[src/rtl/btn_pulse.sv]
// Push-button conditioning: 2-flop synchronise, debounce, and turn presses into
// one-clock change/step pulses, with optional hold-to-repeat on step.

module btn_pulse_debounce #(
  parameter int unsigned DEBOUNCE = 16
) (
  input  logic clk,
  input  logic rst,
  input  logic btn_raw,
  output logic level_c,
  output logic rise_c
);

  localparam int unsigned DB_W = $clog2(DEBOUNCE + 1);

  logic            s1_q;
  logic            s2_q;
  logic            stable_q;
  logic            stable_d;
  logic [DB_W-1:0] cnt_q;
  logic [DB_W-1:0] cnt_d;

  always_ff @(posedge clk or negedge rst) begin
    if (!rst) begin
      s1_q     <= 1'b0;
      s2_q     <= 1'b0;
      stable_q <= 1'b0;
      cnt_q    <= '0;
    end else begin
      s1_q     <= btn_raw;
      s2_q     <= s1_q;
      stable_q <= stable_d;
      cnt_q    <= cnt_d;
    end
  end

  // Accept a new level only after DEBOUNCE consecutive disagreeing samples.
  always_comb begin
    stable_d = stable_q;
    cnt_d    = '0;
    if (s2_q != stable_q) begin
      if (cnt_q == DB_W'(DEBOUNCE - 1)) begin
        stable_d = s2_q;
      end else begin
        cnt_d = cnt_q + DB_W'(1);
      end
    end
  end

  // Next-state view lets the pulse leave on the same edge the level is accepted.
  assign level_c = stable_d;
  assign rise_c  = stable_d & ~stable_q;

endmodule

module btn_pulse #(
  parameter int unsigned DEBOUNCE    = 16,
  parameter int unsigned HOLD_CYC    = 1024,
  parameter int unsigned REPEAT_CYC  = 256,
  parameter int unsigned AUTO_REPEAT = 1
) (
  input  logic clk,
  input  logic rst,
  input  logic btn_change,
  input  logic btn_step,
  output logic change,
  output logic step
);

  localparam int unsigned CNT_MAX = (HOLD_CYC > REPEAT_CYC) ? HOLD_CYC : REPEAT_CYC;
  localparam int unsigned CNT_W   = $clog2(CNT_MAX + 1);

  typedef enum logic [1:0] {
    ST_IDLE   = 2'd0,
    ST_HOLD   = 2'd1,
    ST_REPEAT = 2'd2
  } step_state_e;

  logic chg_level_unused;
  logic chg_rise_c;
  logic stp_level_c;
  logic stp_rise_c;

  step_state_e      state_q;
  step_state_e      state_d;
  logic [CNT_W-1:0] cnt_q;
  logic [CNT_W-1:0] cnt_d;
  logic             step_req_c;
  logic             step_pend_q;
  logic             step_pend_d;
  logic             change_q;
  logic             change_d;
  logic             step_q;
  logic             step_d;

  btn_pulse_debounce #(.DEBOUNCE(DEBOUNCE)) u_db_change (
    .clk     (clk),
    .rst     (rst),
    .btn_raw (btn_change),
    .level_c (chg_level_unused),
    .rise_c  (chg_rise_c)
  );

  btn_pulse_debounce #(.DEBOUNCE(DEBOUNCE)) u_db_step (
    .clk     (clk),
    .rst     (rst),
    .btn_raw (btn_step),
    .level_c (stp_level_c),
    .rise_c  (stp_rise_c)
  );

  always_ff @(posedge clk or negedge rst) begin
    if (!rst) begin
      state_q     <= ST_IDLE;
      cnt_q       <= '0;
      step_pend_q <= 1'b0;
      change_q    <= 1'b0;
      step_q      <= 1'b0;
    end else begin
      state_q     <= state_d;
      cnt_q       <= cnt_d;
      step_pend_q <= step_pend_d;
      change_q    <= change_d;
      step_q      <= step_d;
    end
  end

  // Step press / hold / auto-repeat sequencing.
  always_comb begin
    state_d    = state_q;
    cnt_d      = cnt_q;
    step_req_c = 1'b0;
    unique case (state_q)
      ST_IDLE: begin
        if (stp_rise_c) begin
          step_req_c = 1'b1;
          cnt_d      = '0;
          state_d    = ST_HOLD;
        end
      end
      ST_HOLD: begin
        if (!stp_level_c) begin
          cnt_d   = '0;
          state_d = ST_IDLE;
        end else if (cnt_q == CNT_W'(HOLD_CYC - 1)) begin
          // Without auto-repeat the counter parks here until release.
          if (AUTO_REPEAT != 0) begin
            step_req_c = 1'b1;
            cnt_d      = '0;
            state_d    = ST_REPEAT;
          end
        end else begin
          cnt_d = cnt_q + CNT_W'(1);
        end
      end
      ST_REPEAT: begin
        if (!stp_level_c) begin
          cnt_d   = '0;
          state_d = ST_IDLE;
        end else if (cnt_q == CNT_W'(REPEAT_CYC - 1)) begin
          step_req_c = 1'b1;
          cnt_d      = '0;
        end else begin
          cnt_d = cnt_q + CNT_W'(1);
        end
      end
      default: begin
        cnt_d   = '0;
        state_d = ST_IDLE;
      end
    endcase
  end

  // Change wins a collision; a step request then waits one cycle in step_pend.
  always_comb begin
    change_d    = chg_rise_c;
    step_d      = 1'b0;
    step_pend_d = 1'b0;
    if (chg_rise_c) begin
      step_pend_d = step_pend_q | step_req_c;
    end else begin
      step_d = step_pend_q | step_req_c;
    end
  end

  assign change = change_q;
  assign step   = step_q;

endmodule

[config.mk]
export PLATFORM = sky130hd
export DESIGN_NAME = btn_pulse
export DESIGN_NICKNAME = d
export VERILOG_FILES = /design/src/rtl/btn_pulse.sv
export SDC_FILE = /design/constraint.sdc
export NUM_CORES = 1
export LEC_CHECK = 0
export CORE_UTILIZATION = 59
export DETAILED_ROUTE_END_ITERATION = 8
export PLACE_DENSITY = 0.77
export SLEW_MARGIN = 25
export SYNTH_ARGS = -nofsm -noshare
export SYNTH_HDL_FRONTEND = slang
export SYNTH_SLANG_ARGS = --single-unit
[constraint.sdc]
create_clock -name clk -period 3.3 [get_ports clk]
set_input_delay 0.66 -clock clk [delete_from_list [all_inputs] [get_ports clk]]
set_output_delay 0.66 -clock clk [all_outputs]
set_load 0.05 [all_outputs]
==> results summary, run 1 <==
The minimum clock period after layout came out at about 2.2 ns. The total global routing overflow came out at 0. The number of distinct library cell variants in the gate-level netlist after synthesis is 47.

The final layout contains routed wiring with a total length of between 3000 and 4000 um. The beginning of the worst register-to-register path is u_db_step.cnt_q[0]$_DFF_PN0_. Yosys mapped a number of flops with a built-in enable equal to 0. The per-instance average area after synthesis came out at roughly 11 um^2. For hold timing, the worst endpoint is u_db_change.s2_q$_DFF_PN0_. From synthesis to final layout, the design area changed by 5.694%.

The worst-case clock skew came out at about 0.014 ns. The maximum clock frequency is about 460 MHz. The part of the cycle the worst path needs came out at 0.6649. The synthesized flop and latch total came out at 32. The most common library cell in the layout ignoring fill and taps is sky130_fd_sc_hd__dfrtp_1. Buffers inserted during clock tree synthesis total 5. For this run, asynchronously set or reset flops after synthesis account for 1.000. The length of the first detailed-routing pass in iterations is 4. The clock sink total came out at 32. Among all flip-flop cells after synthesis, the most frequent one is sky130_fd_sc_hd__dfrtp_1. The final worst hold slack came out at roughly 0.36 ns.

The die height came out at approximately 57 um. For this run, the share of the core covered by cells in the final layout is 0.6680. The region available for standard cell placement spans between 0.002 and 0.003 mm^2.

The setup path with the least slack is of type reg -> reg. In this run the remaining antenna-violating nets after routing total 0. The sequential element share of the synthesized area came out at 0.4555. CTS placed an instance of sky130_fd_sc_hd__clkbuf_4 at the clock tree root.

The signal on the critical path passes through ha_1 > and4b_1 > a21boi_1 > o41ai_1 > a22o_1. The post-layout instance count excluding filler cells came out at 202. The setup TNS came out at 0 ns.

The max-cap check violation count came out at 0. Measured against its own limit, the worst slew margin works out to 0.3031. Gates resized during post-CTS repair numbered 0. The initial antenna violation count is 0. The type of the worst min-delay path is reg -> reg. The gate family responsible for the most delay along the worst path is compound AO/OA/AOI/OAI gates.

Summed over all instances, the cell type with the most area after synthesis is sky130_fd_sc_hd__dfrtp_1. The final-report max-slew violation count is 0. The die area came out at around 0.0032 mm^2.

The hold-critical path depth is 0. The number of antenna repair diodes is 0. The static power due to leakage is 0.0007879 uW. Synthesis produced a netlist with a net count of ~180. For the worst flop-to-flop path, the logic depth is 5. Clock-pin slew was measured on the worst setup and hold paths at about 0.10 ns. The first-pass GRT wire length came out at between 5000 and 6000 um. The share of synthesized area in the top cell type comes to 0.4555. 6 I/O pins were placed. Setup repair after global routing left no endpoint under its margin. The required time of the critical path came out at between 3 and 4 ns. Setup slack on the worst reg-to-reg path comes out at roughly 1.1 ns. The largest stage delay on the critical path is 0.83 ns.

The worst hold path begins at u_db_change.s1_q$_DFF_PN0_. The summed instance area of the synthesized netlist came out at approximately 0.0018 mm^2. The number of buffers added to fix hold violations after cts is 0. In this run the critical register-to-register path is captured at state_q[1]$_DFFE_PN0P_. The filler cells instantiated in the layout total about 220. The overall power came out at 684.3 uW. Dividing the detail-routed via count by the number of cells gives roughly 6.4. The endpoint class of the critical path is a register. The count of warnings emitted by yosys is 0. The cell total after placement came out at 195. The library cells used most frequently in the layout, excluding fill and tap cells, are sky130_fd_sc_hd__dfrtp_1 (32), sky130_fd_sc_hd__nand2_1 (16), sky130_fd_sc_hd__nand3_1 (10), sky130_fd_sc_hd__o2111ai_1 (10), sky130_fd_sc_hd__inv_1 (9). In the post-synthesis netlist, the biggest area contributors are sky130_fd_sc_hd__dfrtp_1 (46%), sky130_fd_sc_hd__ha_1 (5.0%), sky130_fd_sc_hd__o2111ai_1 (5.0%). TritonCTS built the clock tree. The number of hold-slack violations in the final timing report came to 0.

The die is 56.59 um wide. Entering global routing, the biggest net connects 33 pins. The total via count in the routed design came out at 1,294. The initial utilization of the core area, before any placement, comes to 0.6320. The peak supply drop came out at 0.0003672 V.

The worst-skew pair later-pin latency came out at ~0.33 ns. For this block, the initial DRC count from the detailed router was between 60 and 70. The post-DP HPWL came out at around 2300 um. The maximum level of the CTS H-tree is 2.

The number of rows in the core area is 19. The number of port buffers came out at 5. The cell type of the slowest stage on the worst timing path is sky130_fd_sc_hd__a21boi_1. The total setup violations reported at the end of the flow is 0. The number of global-route vias before repair is between 1,000 and 1,500. The share of layout cells above drive strength 1 is 0.1053. The worst setup path is launched from a register. The global placement routability congestion is 0.8235. After clock tree synthesis, the setup repair step added 0 buffers. In this run the worst path has a maximum fanout of 13. The power density relative to cell area is roughly 370 mW/mm^2. The post-layout net count came out at about 180. The overall fraction of global-route tracks in use is 0.2365.

The flow ran to the end, and the final reports show no timing, DRC or antenna violations. The arrival time at the worst endpoint came out at around 2.4 ns. Dividing the detail-routed wire length by the instance count gives between 15 and 20 um. The clock passes through at most 2 buffers. After technology mapping, the gate count stands at approximately 170. At the pin with the least slew margin, the transition time is 1.043 ns. The post-detailed-route DRC marker count came out at 0. The number of buffers and inverters on the critical path is 0.
-- synth_stat cells (2+ instances only) --
library cell / number
sky130_fd_sc_hd__nand2b_1: 4
sky130_fd_sc_hd__a31oi_1: 2
sky130_fd_sc_hd__and3_1: 2
sky130_fd_sc_hd__nand3_1: 10
sky130_fd_sc_hd__nor2_1: 5
sky130_fd_sc_hd__o2111ai_1: 10
sky130_fd_sc_hd__nand4_1: 2
sky130_fd_sc_hd__mux2_4: 2
sky130_fd_sc_hd__and2_1: 4
sky130_fd_sc_hd__xnor2_1: 2
sky130_fd_sc_hd__a31oi_4: 2
sky130_fd_sc_hd__ha_1: 7
sky130_fd_sc_hd__dfrtp_1: 32
sky130_fd_sc_hd__nor2b_1: 3
sky130_fd_sc_hd__inv_1: 9
sky130_fd_sc_hd__nand2_1: 16
sky130_fd_sc_hd__nor3b_1: 3
sky130_fd_sc_hd__xor2_1: 3
sky130_fd_sc_hd__o21ai_1: 3
sky130_fd_sc_hd__nor3_1: 4
sky130_fd_sc_hd__o21ai_0: 3
sky130_fd_sc_hd__o211ai_1: 8
sky130_fd_sc_hd__buf_6: 4
sky130_fd_sc_hd__a21oi_1: 2
-- through the flow --
step           area, um^2  setup slack [ns]
5_1_grt              1858             1.042
3_3_place_gp         1793             1.254
6_report             1858             1.106
4_1_cts              1858             1.140
3_5_place_dp         1793             1.193
2_1_floorplan        1758             1.604
-- registers in the layout, summed over array words and instances, names as in the netlist, 2 cells and up --
name / count
u_db_step.cnt_q: 5
u_db_change.cnt_q: 5
cnt_q: 11
state_q: 2
-- where the power goes --
group          internal (uW)  switching, uW
Clock                    121            128
Combinational           11.6           15.9
Sequential               400           7.36
Total                    533            152
-- area by class of cell --
type | count | area, um^2 | share of cell area
tap | 31 | 38.79 | 0.02088
clock buffer | 7 | 65.06 | 0.03502
timing repair buffer | 6 | 57.56 | 0.03098
multi-input combinational | 117 | 862.1 | 0.4640
sequential | 32 | 800.8 | 0.4310
inverter | 9 | 33.78 | 0.01818
-- worst register-to-register path, delay by kind of cell, from the launching register on --
family / cells / cell delay (ns)
AOI/OAI and AO/OA: 3 / 1.17
DFF: 1 / 0.40
and+or+nand+nor: 1 / 0.30
adders and majority gates: 1 / 0.24
-- worst max-delay path by stage --
stage                                       startpoint                     end  slack, ns  depth (start not counted)
after CTS                               step$_DFF_PN0_                    step       1.14                          1
after detailed placement  u_db_step.cnt_q[0]$_DFF_PN0_  state_q[1]$_DFFE_PN0P_       1.19                          5
after floorplan           u_db_step.cnt_q[0]$_DFF_PN0_  state_q[0]$_DFFE_PN0P_       1.60                          6
after global routing      u_db_step.cnt_q[0]$_DFF_PN0_  state_q[1]$_DFFE_PN0P_       1.04                          5
after global placement    u_db_step.cnt_q[0]$_DFF_PN0_  state_q[1]$_DFFE_PN0P_       1.25                          5
final                     u_db_step.cnt_q[0]$_DFF_PN0_  state_q[1]$_DFFE_PN0P_       1.11                          5
-- cell families after synthesis --
group / synth area share
and+or+nand+nor: 0.1872
xor gates and xnor gates: 0.02492
AOI/OAI and AO/OA: 0.1993
adders and majority gates: 0.04982
DFF: 0.4555
muxes: 0.02918
buffers and inverters: 0.05409
-- metal layers --
layer	vias to the layer above	routed length (um)	GRT usage
met1	645	1501	0.2956
met3	2	152	0.07143
met4	0	17	0.07317
met5	-	0	0
met2	30	1593	0.3933
li1	617	-	-
No activity file was read; power rests on OpenSTA's default activity.
==> run 2, diff against run 1 <==
--- a/config.mk
+++ b/config.mk
@@ -5,9 +5,9 @@
 export SDC_FILE = /design/constraint.sdc
 export NUM_CORES = 1
 export LEC_CHECK = 0
-export CORE_UTILIZATION = 59
+export CORE_UTILIZATION = 54
 export DETAILED_ROUTE_END_ITERATION = 8
-export PLACE_DENSITY = 0.77
+export PLACE_DENSITY = 0.74
 export SLEW_MARGIN = 25
 export SYNTH_ARGS = -nofsm -noshare
 export SYNTH_HDL_FRONTEND = slang
==> constraint.sdc (replaced) <==
create_clock -name clk -period 1.93 [get_ports clk]
set_input_delay 0.386 -clock clk [delete_from_list [all_inputs] [get_ports clk]]
set_output_delay 0.386 -clock clk [all_outputs]
set_load 0.05 [all_outputs]
==> results summary, run 2 (same netlist as run 1, synthesis figures left out) <==
The worst pin sits at a relative slew slack of 0.6673. The number of global-route vias before repair is 1,268. Of all nets on the critical path, the largest fanout is 1.

The number of cells on the worst reg-to-reg path is 5. The run finished with clean final reports. The maximum root-to-sink buffer count is 2. For this run, the post-layout net count is ~190. The worst-case clock skew is about 0.0044 ns. The number of filler instances in the final layout came out at 249.

The number of antenna repair diodes came out at 0. The overall fraction of global-route tracks in use came out at 0.2160. The final-report max-slew violation count came out at 0. The total stage count of the critical path is 1.

The initial antenna violation count is 0. The length of the first detailed-routing pass in iterations came out at 4. Measured along the x axis, the die boundary spans 59.06 um. The final setup slack of the worst path came out at just over 0.08 ns. The type of the worst min-delay path is reg -> reg.

The overall power is 1241 uW. Summed over all layers, the routed wires come to just over 3000 um. STA classifies the critical path startpoint as a register.

The register area is 800.8 um^2. The multi-input logic area came out at approximately 860 um^2. The largest registers in the layout are cnt_q x11, u_db_change.cnt_q x5, u_db_step.cnt_q x5.

The clock sink total is 32. The library cell used most frequently in the layout, excluding fill and tap cells, is sky130_fd_sc_hd__dfrtp_1. The maximum clock frequency came out at between 500 and 600 MHz. The arrival time at the worst endpoint came out at 1.46 ns.

The clock-pin transition on the worst setup and hold timing paths is 0.10 ns. The peak supply drop came out at 0.0005705 V. The share of layout cells above drive strength 1 came out at 0.1314. The die height is slightly below 60 um. Entering global routing, the biggest net connects 33 pins. Among all stages on the critical path, the largest delay is contributed by sky130_fd_sc_hd__clkdlybuf4s50_1. Relative to the synthesized area, the layout overhead comes to 8.683%. The measured slew at the worst slew-check pin is between 0.4 and 0.5 ns. Traced cell by cell, the critical path runs through clkdlybuf4s50_1. Setup violations remaining at the end of the flow were counted as 0. The worst-skew pair later-pin latency is about 0.33 ns. The HPWL after detailed placement is between 2000 and 2500 um. The TritonCTS buffer count came out at 5.

The tree is rooted in a sky130_fd_sc_hd__clkbuf_4. The floorplan step defined a die boundary enclosing approximately 0.0035 mm^2. The post-detailed-route DRC marker count is 0. The total via count in the routed design came out at 1,259. The I/O pin count came out at 6. The first global-routing pass estimated 5637 um of wire. The number of hold-slack violations in the final timing report is 0. The register with the most flip-flops is cnt_q. The critical path is of the reg -> out type. The required time of the critical path is 1.54 ns. The part of the cycle the worst path needs came out at 0.9583.

The global placement routability congestion is approximately 0.89. In this run the remaining antenna-violating nets after routing total 0. The iteration-0 DRC count of the detailed router came out at 55. In the layout the commonest cells are sky130_fd_sc_hd__dfrtp_1 (32), sky130_fd_sc_hd__nand2_1 (16), sky130_fd_sc_hd__nand3_1 (10), sky130_fd_sc_hd__o2111ai_1 (10), sky130_fd_sc_hd__inv_1 (9). The CTS tree is built. The number of rows in the core area is 20.

The total global routing overflow is 0. The number of buffers added to fix hold violations after cts came out at 0. The post-layout instance count excluding filler cells came out at between 200 and 250. The power density relative to cell area is 649.4 mW/mm^2. After clock tree synthesis, the repair step resized 0 gates. STA classifies the critical path endpoint as an output pin. The cell total after placement came out at about 210. Subtracting the final worst setup slack from the clock period gives ~1.8 ns.

The static power due to leakage is 0.0008066 uW. After detailed routing, the average wire length per cell comes to 13.86 um. The flip-flop count of the largest register, all copies and words added came out at 11. The initial standard-cell utilization of the core is 0.5711.

The setup TNS came out at 0 ns. Among cell families on the critical path, the largest total delay comes from buffers and inverters. The setup slack at placement is 0.1008 ns.

The post-CTS setup-driven buffer insertion count came out at 0. The core region is 0.003078 mm^2. The H-tree was split into 2 levels. On the worst path, the slowest cell contributes a delay of about 0.80 ns.

The core utilization of the finished layout came out at 0.6207. The via density per instance is roughly 5.7. Setup repair after global routing left no endpoint under its margin. The number of port buffers came out at 5. The max-cap check violation count is 0. Counting instances, the worst hold path has a depth of 0. The combined buffer and inverter count along the critical path came out at 1.
[run 2: final cells by class]
| class | instances | area share |
|---|---|---|
| clock buffer | 6 | 0.02161 |
| clock inverter | 2 | 0.01834 |
| inverter | 9 | 0.01768 |
| multi-input combinational | 117 | 0.4525 |
| sequential | 32 | 0.4191 |
| tap | 44 | 0.02881 |
| timing repair buffer | 9 | 0.04191 |
[run 2: per-layer routing]
layer  up-vias  track usage  part of all wire
met4         0      0.06122             0.014
met3         6      0.06114             0.029
met5         -            0                 0
met2        15       0.3474              0.48
li1        626            -                 -
met1       612       0.2861              0.48
[run 2: final timing paths]
path                                                   start                           end  slack [ns]
worst min-delay path                u_db_step.s1_q$_DFF_PN0_      u_db_step.s2_q$_DFF_PN0_        0.36
worst min register to register      u_db_step.s1_q$_DFF_PN0_      u_db_step.s2_q$_DFF_PN0_        0.36
min in group asynchronous                                rst  u_db_step.cnt_q[2]$_DFF_PN0_        0.44
worst max register to register  u_db_step.cnt_q[0]$_DFF_PN0_          cnt_q[3]$_DFFE_PN0P_        0.16
worst max-delay path                        change$_DFF_PN0_                        change        0.08
max in group asynchronous                                rst              change$_DFF_PN0_        1.20
[run 2: power breakdown]
part / internal (uW) / leakage [uW] / switching (uW)
registers: 684 / 0.000433 / 12.2
logic: 19.8 / 0.000332 / 26.6
clock network: 271 / 0.0000422 / 226
[run 2: worst reg2reg max path, delay by kind of cell (launching register included)]
family / cells / cell delay, ns
multiplexers: 1 / 0.40
AND/OR/NAND/NOR: 1 / 0.36
AO/OA/AOI/OAI: 2 / 0.30
flip-flops: 1 / 0.38
adder cells (fa/ha/maj): 1 / 0.21
[run 2: through the flow]
stage                     area [um^2]  hold slack [ns]
after detailed placement         1832           0.3434
after floorplan                  1758          0.09041
after CTS                        1908           0.3612
after global placement           1832           0.3344
final                            1911           0.3610
after global routing             1911           0.3711
==> run 3, diff against run 2 <==
--- a/config.mk
+++ b/config.mk
@@ -7,6 +7,7 @@
 export LEC_CHECK = 0
 export CORE_UTILIZATION = 54
 export DETAILED_ROUTE_END_ITERATION = 8
+export HOLD_SLACK_MARGIN = 0.15
 export PLACE_DENSITY = 0.74
 export SLEW_MARGIN = 25
 export SYNTH_ARGS = -nofsm -noshare
==> results of run 3 <==
No change in the layout: final DEF, timing and power equal those of run 2.
